==> src/rtl/gr8_dram_sched.sv <==
// GR8RAM DRAM slot scheduler: one slot per 6502 cycle, sequencing RAS/CAS/
// address-mux for a CPU window access, a pseudo-DMA transfer, or a
// CAS-before-RAS refresh. Refresh uses the early phases (S1-S3) and data
// accesses use the late phases (S4-S7).
module gr8_dram_sched #(
  parameter int unsigned REF_INTERVAL    = 13,
  parameter int unsigned REF_MAX_PENDING = 4
) (
  input  logic       C7M,
  input  logic       nRES,
  input  logic [2:0] S,
  input  logic       cpu_sel,
  input  logic       cpu_wr,
  input  logic       cpu_bank,
  input  logic       pdma_req,
  input  logic       pdma_wr,
  input  logic       pdma_bank,
  output logic       RAS,
  output logic       CAS0,
  output logic       CAS1,
  output logic       CASel,
  output logic       gnt_cpu,
  output logic       gnt_pdma,
  output logic       acc_done,
  output logic [2:0] ref_pending,
  output logic       ref_overrun
);

  localparam int unsigned CW       = (REF_INTERVAL > 1) ? $clog2(REF_INTERVAL) : 1;
  localparam logic [CW-1:0] CNT_LAST = CW'(REF_INTERVAL - 1);
  localparam logic [2:0]    PEND_MAX = 3'(REF_MAX_PENDING);

  typedef enum logic [2:0] {
    IDLE,
    REF_C,
    REF_RC,
    ACC_W,
    ACC_R,
    ACC_M,
    ACC_C
  } state_e;

  state_e        state_q, state_d;
  logic          bank_q, bank_d;
  logic          own_cpu_q, own_cpu_d;
  logic [1:0]    tmo_q, tmo_d;
  logic [CW-1:0] ivl_q, ivl_d;
  logic [2:0]    pend_q, pend_d;
  logic          ovr_q, ovr_d;
  logic          ras_q, ras_d;
  logic          cas0_q, cas0_d;
  logic          cas1_q, cas1_d;
  logic          casel_q, casel_d;
  logic          gcpu_q, gcpu_d;
  logic          gpdma_q, gpdma_d;
  logic          done_q, done_d;

  logic          s_one;
  logic          ref_done;
  logic          wrap;
  logic          inc;
  logic          in_acc;

  assign s_one = (S == 3'd1);

  // Slot sequencer: next state, latched owner/bank, ACC_C stall timeout
  always_comb begin
    state_d   = state_q;
    bank_d    = bank_q;
    own_cpu_d = own_cpu_q;
    tmo_d     = '0;
    done_d    = 1'b0;
    ref_done  = 1'b0;
    unique case (state_q)
      IDLE: begin
        if (s_one && (pend_q != '0)) begin
          state_d = REF_C;
        end else if (S == 3'd4) begin
          if (cpu_sel) begin
            state_d   = cpu_wr ? ACC_W : ACC_R;
            bank_d    = cpu_bank;
            own_cpu_d = 1'b1;
          end else if (pdma_req && (pend_q < PEND_MAX)) begin
            state_d   = pdma_wr ? ACC_W : ACC_R;
            bank_d    = pdma_bank;
            own_cpu_d = 1'b0;
          end
        end
      end
      REF_C:  state_d = REF_RC;
      REF_RC: begin
        state_d  = IDLE;
        ref_done = 1'b1;
      end
      ACC_W:  state_d = s_one ? IDLE : ACC_R;
      ACC_R:  state_d = s_one ? IDLE : ACC_M;
      ACC_M:  state_d = s_one ? IDLE : ACC_C;
      ACC_C: begin
        // tmo_q counts stalled edges already spent here; the 4th one releases
        if (s_one || (tmo_q == 2'd3)) begin
          state_d = IDLE;
          done_d  = 1'b1;
        end else begin
          tmo_d = tmo_q + 2'd1;
        end
      end
      default: state_d = IDLE;
    endcase
  end

  // Strobe decode from the next state so every output is a plain register
  always_comb begin
    in_acc  = (state_d == ACC_W) || (state_d == ACC_R) ||
              (state_d == ACC_M) || (state_d == ACC_C);
    ras_d   = (state_d == REF_RC) || (state_d == ACC_R) ||
              (state_d == ACC_M)  || (state_d == ACC_C);
    casel_d = (state_d == ACC_M) || (state_d == ACC_C);
    cas0_d  = (state_d == REF_C) || (state_d == REF_RC) ||
              ((state_d == ACC_C) && !bank_d);
    cas1_d  = (state_d == REF_C) || (state_d == REF_RC) ||
              ((state_d == ACC_C) && bank_d);
    gcpu_d  = in_acc && own_cpu_d;
    gpdma_d = in_acc && !own_cpu_d;
  end

  // Refresh interval counter and owed-refresh bookkeeping
  always_comb begin
    wrap   = (S == 3'd3) && (ivl_q == CNT_LAST);
    ivl_d  = ivl_q;
    if (S == 3'd3) begin
      ivl_d = wrap ? '0 : ivl_q + CW'(1);
    end
    // a wrap coinciding with a completed refresh is not lost at saturation
    inc    = wrap && ((pend_q < PEND_MAX) || ref_done);
    pend_d = pend_q;
    if (inc && !ref_done) begin
      pend_d = pend_q + 3'd1;
    end else if (!inc && ref_done) begin
      pend_d = pend_q - 3'd1;
    end
    ovr_d  = ovr_q | (wrap && (pend_q == PEND_MAX) && !ref_done);
  end

  // State and output registers, asynchronously cleared
  always_ff @(posedge C7M or negedge nRES) begin
    if (!nRES) begin
      state_q   <= IDLE;
      bank_q    <= 1'b0;
      own_cpu_q <= 1'b0;
      tmo_q     <= '0;
      ivl_q     <= '0;
      pend_q    <= '0;
      ovr_q     <= 1'b0;
      ras_q     <= 1'b0;
      cas0_q    <= 1'b0;
      cas1_q    <= 1'b0;
      casel_q   <= 1'b0;
      gcpu_q    <= 1'b0;
      gpdma_q   <= 1'b0;
      done_q    <= 1'b0;
    end else begin
      state_q   <= state_d;
      bank_q    <= bank_d;
      own_cpu_q <= own_cpu_d;
      tmo_q     <= tmo_d;
      ivl_q     <= ivl_d;
      pend_q    <= pend_d;
      ovr_q     <= ovr_d;
      ras_q     <= ras_d;
      cas0_q    <= cas0_d;
      cas1_q    <= cas1_d;
      casel_q   <= casel_d;
      gcpu_q    <= gcpu_d;
      gpdma_q   <= gpdma_d;
      done_q    <= done_d;
    end
  end

  assign RAS         = ras_q;
  assign CAS0        = cas0_q;
  assign CAS1        = cas1_q;
  assign CASel       = casel_q;
  assign gnt_cpu     = gcpu_q;
  assign gnt_pdma    = gpdma_q;
  assign acc_done    = done_q;
  assign ref_pending = pend_q;
  assign ref_overrun = ovr_q;

endmodule
==> config.mk <==
export PLATFORM = sky130hd
export DESIGN_NAME = gr8_dram_sched
export DESIGN_NICKNAME = d
export VERILOG_FILES = /design/src/rtl/gr8_dram_sched.sv
export SDC_FILE = /design/constraint.sdc
export NUM_CORES = 1
export LEC_CHECK = 0
export BUFFER_PORTS_ARGS = -buffer_cell sky130_fd_sc_hd__buf_4
export CAP_MARGIN = 25
export CORE_ASPECT_RATIO = 0.5
export CORE_UTILIZATION = 33
export CTS_CLUSTER_SIZE = 20
export DETAILED_ROUTE_END_ITERATION = 8
export GPL_ROUTABILITY_DRIVEN = 0
export SYNTH_ARGS = -nofsm -noshare
export SYNTH_HDL_FRONTEND = slang
export SYNTH_SLANG_ARGS = --single-unit
==> constraint.sdc <==
create_clock -name C7M -period 4.4 [get_ports C7M]
set_clock_uncertainty 0.15 [all_clocks]
set_input_delay 0 -clock C7M [delete_from_list [all_inputs] [get_ports C7M]]
set_output_delay 0 -clock C7M [all_outputs]
set_load 0.01 [all_outputs]
==> impl_metrics.ini, run 1 <==
[logic_synthesis]
yosys-top-cells-count = dfrtp_1, nand2_1, nor2_1
syn_area_mm2 = 0.00115
synthMuxAreaShare_pct = 0.979
synthesis.nets = 125
async_flop_share_pct = 100
synth_edf_count = 0
yosys-top-cells-area = dfrtp_1, ha_1, nand2_1, nor2_1, xor2_1
avgSynthCellArea_um2 = 10.5
yosysTopAreaCellShare_pct = 47.9
synth-compound-area-share_pct = 12.7
synth_warnings = 0
synth.most_common_cell = dfrtp_1
ys_seq_area_share_pct = 47.9
synth_top_family_by_area = simple AND/OR/NAND/NOR gates
ys_ff_latch = 22
yosys.area_share.simple_pct = 25.2
synth_fa_ha_area_share_pct = 6.09
synthCells = 109
synth_cell_types = 41
synth_xor_xnor_area_share_pct = 3.81
yosysTopAreaCell = dfrtp_1
ys.flop_type = dfrtp_1

[clock_tree]
clock_latency_ns = 0.26
clock_sinks = 22
cts_max_path_buffers = 2
htreeDepth = 1
cts_buffers = 3
clkTransAtPathRegs_ns = 0.07
ctsHoldBuffers = 8
cts_resized = 0
cts_setup_buffers = 0
cts_tree = yes
clock-root-buffer = clkbuf_8

[worst_setup_path]
critPathMaxFanout = 10
crit_path_end_kind = flip-flop
cp.required_ns = 4.39
start_kind = flip-flop
crit_arrival_ns = 2.98
critPathKind = flip-flop to flip-flop

[power]
p_sw_share_pct = 36.0
p_per_area_mw_per_mm2 = 555
clkPwrFrac_pct = 15.2
pwr-share-comb_pct = 41.8
ir_drop_mv = 0.179
seqPwrFrac_pct = 43.0
power.leakage_nw = 0.696
intPower_w = 0.000520
power.net_switching_w = 0.000293

[die]
initial_utilization_pct = 36.5
core_mm2 = 0.00315
die_y_um = 43.7
rows = 14
ios = 22
die_w_um = 85.5
dieArea_mm2 = 0.00374

[grt]
grt_max_degree = 23
gr-usage-all-layers_pct = 14.3
antenna_found_initial = 0
grt_pass1_vias = 893
grt.overflow.total = 0
grt_pass1_wl_um = 4080

[drt]
drt_wl_total_um = 2270
drc = 0
wl_per_cell_um = 12.7
via_per_inst = 4.88
final_antenna_net_count = 0
first_pass_iters = 4
first_iter_violations = 7
vias = 874

[timing]
timing.final.hold_violations = 0
max_freq_ghz = 0.334
final_max_slew_viol_count = 0
period_minus_slack_ns = 2.99
fin_setup_tns_ns = 0
worst_slew_pin_slew_ns = 0.575
fin_crit_sh_pct = 68.0
grt_setup_unrepaired = false
setup_violations = 0
slew_headroom_pct = 61.1

[hold_path]
hold_path_class = input port to async pin

[placement]
hpwl_um = 1620
io_buffers = 21
dpl-instance-area_mm2 = 0.00134

[final_layout]
final_nets = 157
utilization_pct = 46.4
area_delta_synth_final_pct = 27.3
drive_above_1_share_pct = 26.6
final_cell_area_mm2 = 0.00146
antenna_cells = 0

[status]
status = completed

[flow_run]
cap_violations = 0
per-stage QoR:
stage | power [W] | hold WS [ns] | instances | setup slack [ns]
2_1_floorplan | 0.000571 | -0.446 | 109 | 2.06
3_3_place_gp | 0.000678 | -0.242 | 168 | 2.00
3_5_place_dp | 0.000682 | -0.238 | 168 | 1.91
4_1_cts | 0.000824 | 0.00387 | 179 | 1.42
5_1_grt | 0.000890 | 0.0468 | 179 | 1.15
6_report | 0.000813 | 0.0103 | 179 | 1.41
power groups by stage:
| stage | clock (W) | sequential (W) | combinational, W |
|---|---|---|---|
| 4_1_cts | 0.000133 | 0.000350 | 0.000342 |
| 6_report | 0.000124 | 0.000349 | 0.000340 |
| 2_1_floorplan | 0 | 0.000349 | 0.000222 |
| 5_1_grt | 0.000142 | 0.000363 | 0.000385 |
| 3_5_place_dp | 0 | 0.000353 | 0.000329 |
| 3_3_place_gp | 0 | 0.000350 | 0.000328 |
layout by cell type, fill, tap and decap left out, types with 2 or more instances in the layout:
cell,instances
buf_4,21
nand2_1,11
xnor2_1,2
a21o_2,2
o21ai_0,5
nor4b_1,2
dfrtp_1,22
inv_1,6
o211ai_1,2
nor2b_1,3
and2_1,4
nand3_1,2
ha_1,4
dlygate4sd3_1,8
xor2_1,3
a21oi_1,3
clkbuf_8,3
nor2_1,9
nor3_1,2
nor3b_1,3
flip-flops by register name, indices dropped and copies added, names as in the netlist, 2 cells and up:
signal       count
ref_pending      3
tmo_q            2
state_q          3
ivl_q            4
worst max-delay path: stages (launching register included):
cell           delay [ns]
dfrtp_1              0.47
nor4b_1              0.53
and2_1               0.28
a31oi_1              0.09
dlygate4sd3_1        0.55
nand3_1              0.11
dlygate4sd3_1        0.60
o21ai_0              0.08
layer usage:
layer	global-route usage, %	routed length, um	part of all wire, %	up-vias
met5	0	0	0	-
met4	4.67	26	1.1	0
met2	23.0	992	44	14
met3	4.57	96	4.2	5
li1	-	-	-	444
met1	18.8	1150	51	411
cell families (layout without fill, tap and decap cells):
logic type,after synthesis,in the layout
muxes,1,1
and+or+nand+nor,48,48
buffers and inverters,8,38
xor gates and xnor gates,5,5
DFF,22,22
AOI/OAI and AO/OA,20,20
adders and majority gates,5,5
final cells by class:
type | instances | area, um2
clock buffers | 3 | 41.3
fillers | 308 | 1690
inverters | 6 | 22.5
multi-input cells | 79 | 562
flip-flops and latches | 22 | 551
well taps | 40 | 50.0
repair buffers | 29 | 238
final timing paths:
check                           start          to  slack, ns  cells past startpoint
setup / recovery           state_q[2]        CAS0       1.41                      7
max in group asynchronous        nRES        CAS0       3.87                      2
hold reg to reg              tmo_q[0]    tmo_q[0]       0.29                      1
min in group C7M                 S[1]  state_q[1]       0.03                      5
setup reg to reg           state_q[2]        CAS0       1.41                      7
hold / removal                   nRES    acc_done       0.01                      2
No activity file was read; power rests on OpenSTA's default activity.
==> run 2, diff against run 1 <==
==> constraint.sdc (replaced) <==
create_clock -name C7M -period 2.6 [get_ports C7M]
set_clock_uncertainty 0.15 [all_clocks]
set_input_delay 0 -clock C7M [delete_from_list [all_inputs] [get_ports C7M]]
set_output_delay 0 -clock C7M [all_outputs]
set_load 0.01 [all_outputs]
==> run 2 against run 1 <==
Compared with the run above: clock-buffer cell count did not move; global-route usage fell by 0.29 points; critical path depth rose by 2; sequential power rose by 65%; worst setup slack got worse by 1.2 ns; the run now ends with negative hold slack left; largest cell class unchanged; combinational power rose by 79%; non-clock buffer count did not move; sequential share of layout area fell by 1.0 points; fmax rose by 23%; register-to-register slack got worse by 1.2 ns.
==> impl_metrics.ini, run 2 (same netlist as run 1, synthesis figures left out) <==
[timing]
max_freq_ghz = 0.412
fin_setup_tns_ns = 0
final_max_slew_viol_count = 0
timing.final.hold_violations = 6
fin_crit_sh_pct = 93.4
setup_violations = 0
grt_setup_unrepaired = false
worst_slew_pin_slew_ns = 0.360
hold_ws_ns = -0.000384
period_minus_slack_ns = 2.43
slew_headroom_pct = 75.9

[worst_setup_path]
start_kind = flip-flop
crit_arrival_ns = 2.48
reg2reg_setup_slack_ns = 0.17
critPathMaxFanout = 7
worstReg2RegStart = state_q[0]
rr_worst_depth = 9
cp.required_ns = 2.65
crit_path_end_kind = flip-flop
critPathKind = flip-flop to flip-flop
r2r-end = ref_pending[2]
endpoint = ref_pending[2]
startpoint = state_q[0]

[clock_tree]
clock_sinks = 22
cts_setup_buffers = 0
cts_tree = yes
htreeDepth = 1
clock_latency_ns = 0.27
cts_max_path_buffers = 2
clkTransAtPathRegs_ns = 0.08
cts_buffers = 3
clock-root-buffer = clkbuf_8

[drt]
wl_per_cell_um = 12.5
vias = 871
via_per_inst = 4.84
final_antenna_net_count = 0
drt_wl_total_um = 2250
first_pass_iters = 4
drc = 0
first_iter_violations = 22

[power]
power.leakage_nw = 0.714
ir_drop_mv = 0.420
p_per_area_mw_per_mm2 = 998

[grt]
grt_pass1_vias = 904
grt_pass1_wl_um = 4030
grt_max_degree = 23
grt.overflow.total = 0
gr-usage-all-layers_pct = 14.0
antenna_found_initial = 0

[status]
violations = negative hold slack
status = complete, but fails checks

[die]
initial_utilization_pct = 36.5
die_y_um = 43.7
ios = 22
core_mm2 = 0.00315
dieArea_mm2 = 0.00374
rows = 14
die_w_um = 85.5

[final_layout]
num-fill-cells = 304
final_nets = 157
drive_above_1_share_pct = 30.0
area_delta_synth_final_pct = 30.9
final_cell_area_mm2 = 0.00151
largest_reg_flops = 4
mostFrequentLayoutCells = dfrtp_1, buf_4, nand2_1
regMostFlops = ivl_q
antenna_cells = 0

[placement]
io_buffers = 21
hpwl_um = 1660
dpl-instance-area_mm2 = 0.00135

[hold_path]
hold_path_class = input port to async pin

[flow_run]
cap_violations = 0
==> run 2: area by class of cell <==
cell class	count	area, um2	area share (%)
timing repair buffer	29	235	15.6
clock buffer	3	41.3	2.74
clock inverter	1	30.0	2.00
tap	40	50.0	3.33
multi-input combinational	79	576	38.2
inverter	6	22.5	1.50
sequential	22	551	36.6
==> run 2: how the worst min path moves through the flow <==
stage                  to  depth (start not counted)  slack (ns)  start
4_1_cts            bank_q                          2       0.005   nRES
3_5_place_dp     tmo_q[0]                          1       -0.24   nRES
3_3_place_gp          RAS                          1       -0.24   nRES
6_report             CAS1                          2     -0.0004   nRES
5_1_grt        state_q[1]                          4        0.03   S[0]
2_1_floorplan        CAS0                          0       -0.45   nRES
==> run 2: critical path: stages, from the launching register on <==
cell and delay [ns]:
dfrtp_1 0.44, or3_1 0.42, and2_1 0.20, nor3_2 0.12, ha_2 0.21, inv_1 0.05, fa_1 0.37, xor2_1 0.15
nor2_1 0.11, xor2_1 0.15
==> run 2: routing by layer <==
layer	track usage (%)	up-vias	wire length [um]
met1	18.5	411	1150
met5	0	-	0
met2	23.5	12	1000
met3	4.19	3	85
li1	-	445	-
met4	3.00	0	10
==> run 2: power by group <==
part / internal, W / total (W) / switching (W)
clock network: 0.000206 / 0.000321 / 0.000115
logic: 0.000314 / 0.000607 / 0.000293
registers: 0.000470 / 0.000575 / 0.000105
==> run 2: repair_timing <==
action / 4_1_cts / 5_1_grt
hold buffers: 7 / 0
endpoints found under the hold margin: 29 / 0
endpoints found under the setup margin: 0 / 2
resized for setup: 0 / 3
==> run 2: stage by stage <==
step	hold WS [ns]	instances	setup slack [ns]	power (W)	utilization (%)
4_1_cts	0.00520	180	0.133	0.00151	47.3
2_1_floorplan	-0.446	109	0.256	0.000967	-
3_3_place_gp	-0.244	169	0.229	0.00116	42.8
6_report	-0.000384	180	0.172	0.00150	47.7
3_5_place_dp	-0.243	169	0.153	0.00117	42.8
5_1_grt	0.0298	180	0.0230	0.00163	47.7
==> run 3, diff against run 2 <==
--- a/config.mk
+++ b/config.mk
@@ -12,6 +12,7 @@
 export CTS_CLUSTER_SIZE = 20
 export DETAILED_ROUTE_END_ITERATION = 8
 export GPL_ROUTABILITY_DRIVEN = 0
+export SETUP_SLACK_MARGIN = 0.5
 export SYNTH_ARGS = -nofsm -noshare
 export SYNTH_HDL_FRONTEND = slang
 export SYNTH_SLANG_ARGS = --single-unit
==> run 3 against run 2 <==
Compared with the run above: the flow now finishes without violations; first-iteration DRC count is 50% lower; total power is 0.83% lower; die area stayed put; final area is 2.5% higher; clock-buffer cell count is 1 higher; critical path type unchanged.
==> impl_metrics.ini, run 3 (same netlist as run 1, synthesis figures left out) <==
[status]
status = completed

[grt]
grt_pass1_wl_um = 3970
gr-usage-all-layers_pct = 14.1
grt_max_degree = 23
antenna_found_initial = 0
grt.overflow.total = 0
grt_pass1_vias = 870

[timing]
fin_crit_sh_pct = 86.3
grt_setup_unrepaired = true
fin_setup_tns_ns = 0
worst_slew_pin_slew_ns = 0.388
final_max_slew_viol_count = 0
period_minus_slack_ns = 2.24
timing.final.hold_violations = 0
max_freq_ghz = 0.446
setup_violations = 0
slew_headroom_pct = 74.1
hold_ws_ns = 0.0107

[worst_setup_path]
crit_path_end_kind = flip-flop
crit_chain = or3_4 -> and2_4 -> nor3_4 -> ha_2 -> inv_2 -> fa_2 -> xor2_1 -> nor2_1 -> xor2_1
startpoint = state_q[0]
start_kind = flip-flop
critPathMaxFanout = 2
crit_path_top_delay_cell = dfrtp_1
critPathKind = flip-flop to flip-flop
cp.required_ns = 2.64
crit_top_cell = xor2_1
slowest_delay_ns = 0.40
crit_arrival_ns = 2.29
worstReg2RegStart = state_q[0]

[power]
p_per_area_mw_per_mm2 = 966
ir_drop_mv = 0.317
power.leakage_nw = 0.749

[drt]
drt_wl_total_um = 2340
drc = 0
final_antenna_net_count = 0
vias = 882
wl_per_cell_um = 12.7
via_per_inst = 4.77
first_iter_violations = 11
first_pass_iters = 4

[die]
core_mm2 = 0.00315
die_w_um = 85.5
die_y_um = 43.7
rows = 14
ios = 22
dieArea_mm2 = 0.00374
initial_utilization_pct = 36.5

[placement]
dpl-instance-area_mm2 = 0.00137
io_buffers = 21
hpwl_um = 1660

[final_layout]
antenna_cells = 0
area_delta_synth_final_pct = 34.2
final_cell_area_mm2 = 0.00154
regMostFlops = ivl_q
final_common_cell = buf_4
mostFrequentLayoutCells = buf_4, dfrtp_1, nand2_1
largest_reg_flops = 4
final_nets = 162
num-fill-cells = 296
drive_above_1_share_pct = 36.6

[flow_run]
cap_violations = 0

[clock_tree]
clock_latency_ns = 0.26
clkTransAtPathRegs_ns = 0.08
htreeDepth = 1
cts_buffers = 3
clock_sinks = 22
cts_tree = yes
clock-root-buffer = clkbuf_8
cts_max_path_buffers = 2

[hold_path]
hold_path_class = input port to async pin
-- run 3: report_power, final --
part	switching (W)	internal, W
logic	0.000318	0.000354
clock network	0.000112	0.000135
registers	0.000101	0.000470
-- run 3: worst max-delay path, delay by kind of cell (launching register included) --
kind | cells | cell delay (ns)
XOR/XNOR | 2 | 0.29
flip-flops | 1 | 0.40
AND/OR/NAND/NOR | 4 | 0.78
buffers and inverters | 1 | 0.04
adder cells (fa/ha/maj) | 2 | 0.53
-- run 3: repair_timing --
action | 4_1_cts | 5_1_grt
hold buffers | 6 | 0
buffers inserted | 4 | 2
endpoints found under the hold margin | 29 | 0
setup endpoints to repair | 2 | 5
gates resized for setup | 0 | 3
pin swaps | 2 | 1
-- run 3: path summary, 6_finish.rpt --
check | cells past startpoint | slack, ns | end
hold / removal | 2 | 0.01 | ref_pending[1]
setup reg to reg | 9 | 0.36 | ref_pending[2]
min in group C7M | 4 | 0.02 | state_q[1]
max in group asynchronous | 2 | 2.06 | tmo_q[1]
hold reg to reg | 1 | 0.34 | ivl_q[3]
setup / recovery | 9 | 0.36 | ref_pending[2]
-- run 3: final cells by class --
cell class                      count  area [um2]  area share (%)
Clock buffer                        4        55.1            3.57
Inverter                            6        22.5            1.46
Multi-Input combinational cell     79         594            38.5
Sequential cell                    22         551            35.7
Tap cell                           40        50.0            3.24
Timing Repair Buffer               34         270            17.5
-- run 3: per-stage QoR --
stage / instances / utilization [%] / worst slack [ns] / power (W)
detailed placement: 169 / 43.4 / 0.263 / 0.00119
floorplan: 109 / - / 0.316 / 0.000987
global placement: 169 / 43.4 / 0.300 / 0.00118
CTS: 183 / 48.0 / 0.353 / 0.00148
global route: 185 / 48.9 / 0.245 / 0.00162
finish: 185 / 48.9 / 0.356 / 0.00149
-- run 3: layer usage --
metal | wire [um] | share of wire, % | track usage (%)
met5 | 0 | 0 | 0
met2 | 1050 | 45 | 22.9
met1 | 1190 | 51 | 18.7
met3 | 101 | 4.3 | 4.95
met4 | 0 | 0 | 3.00
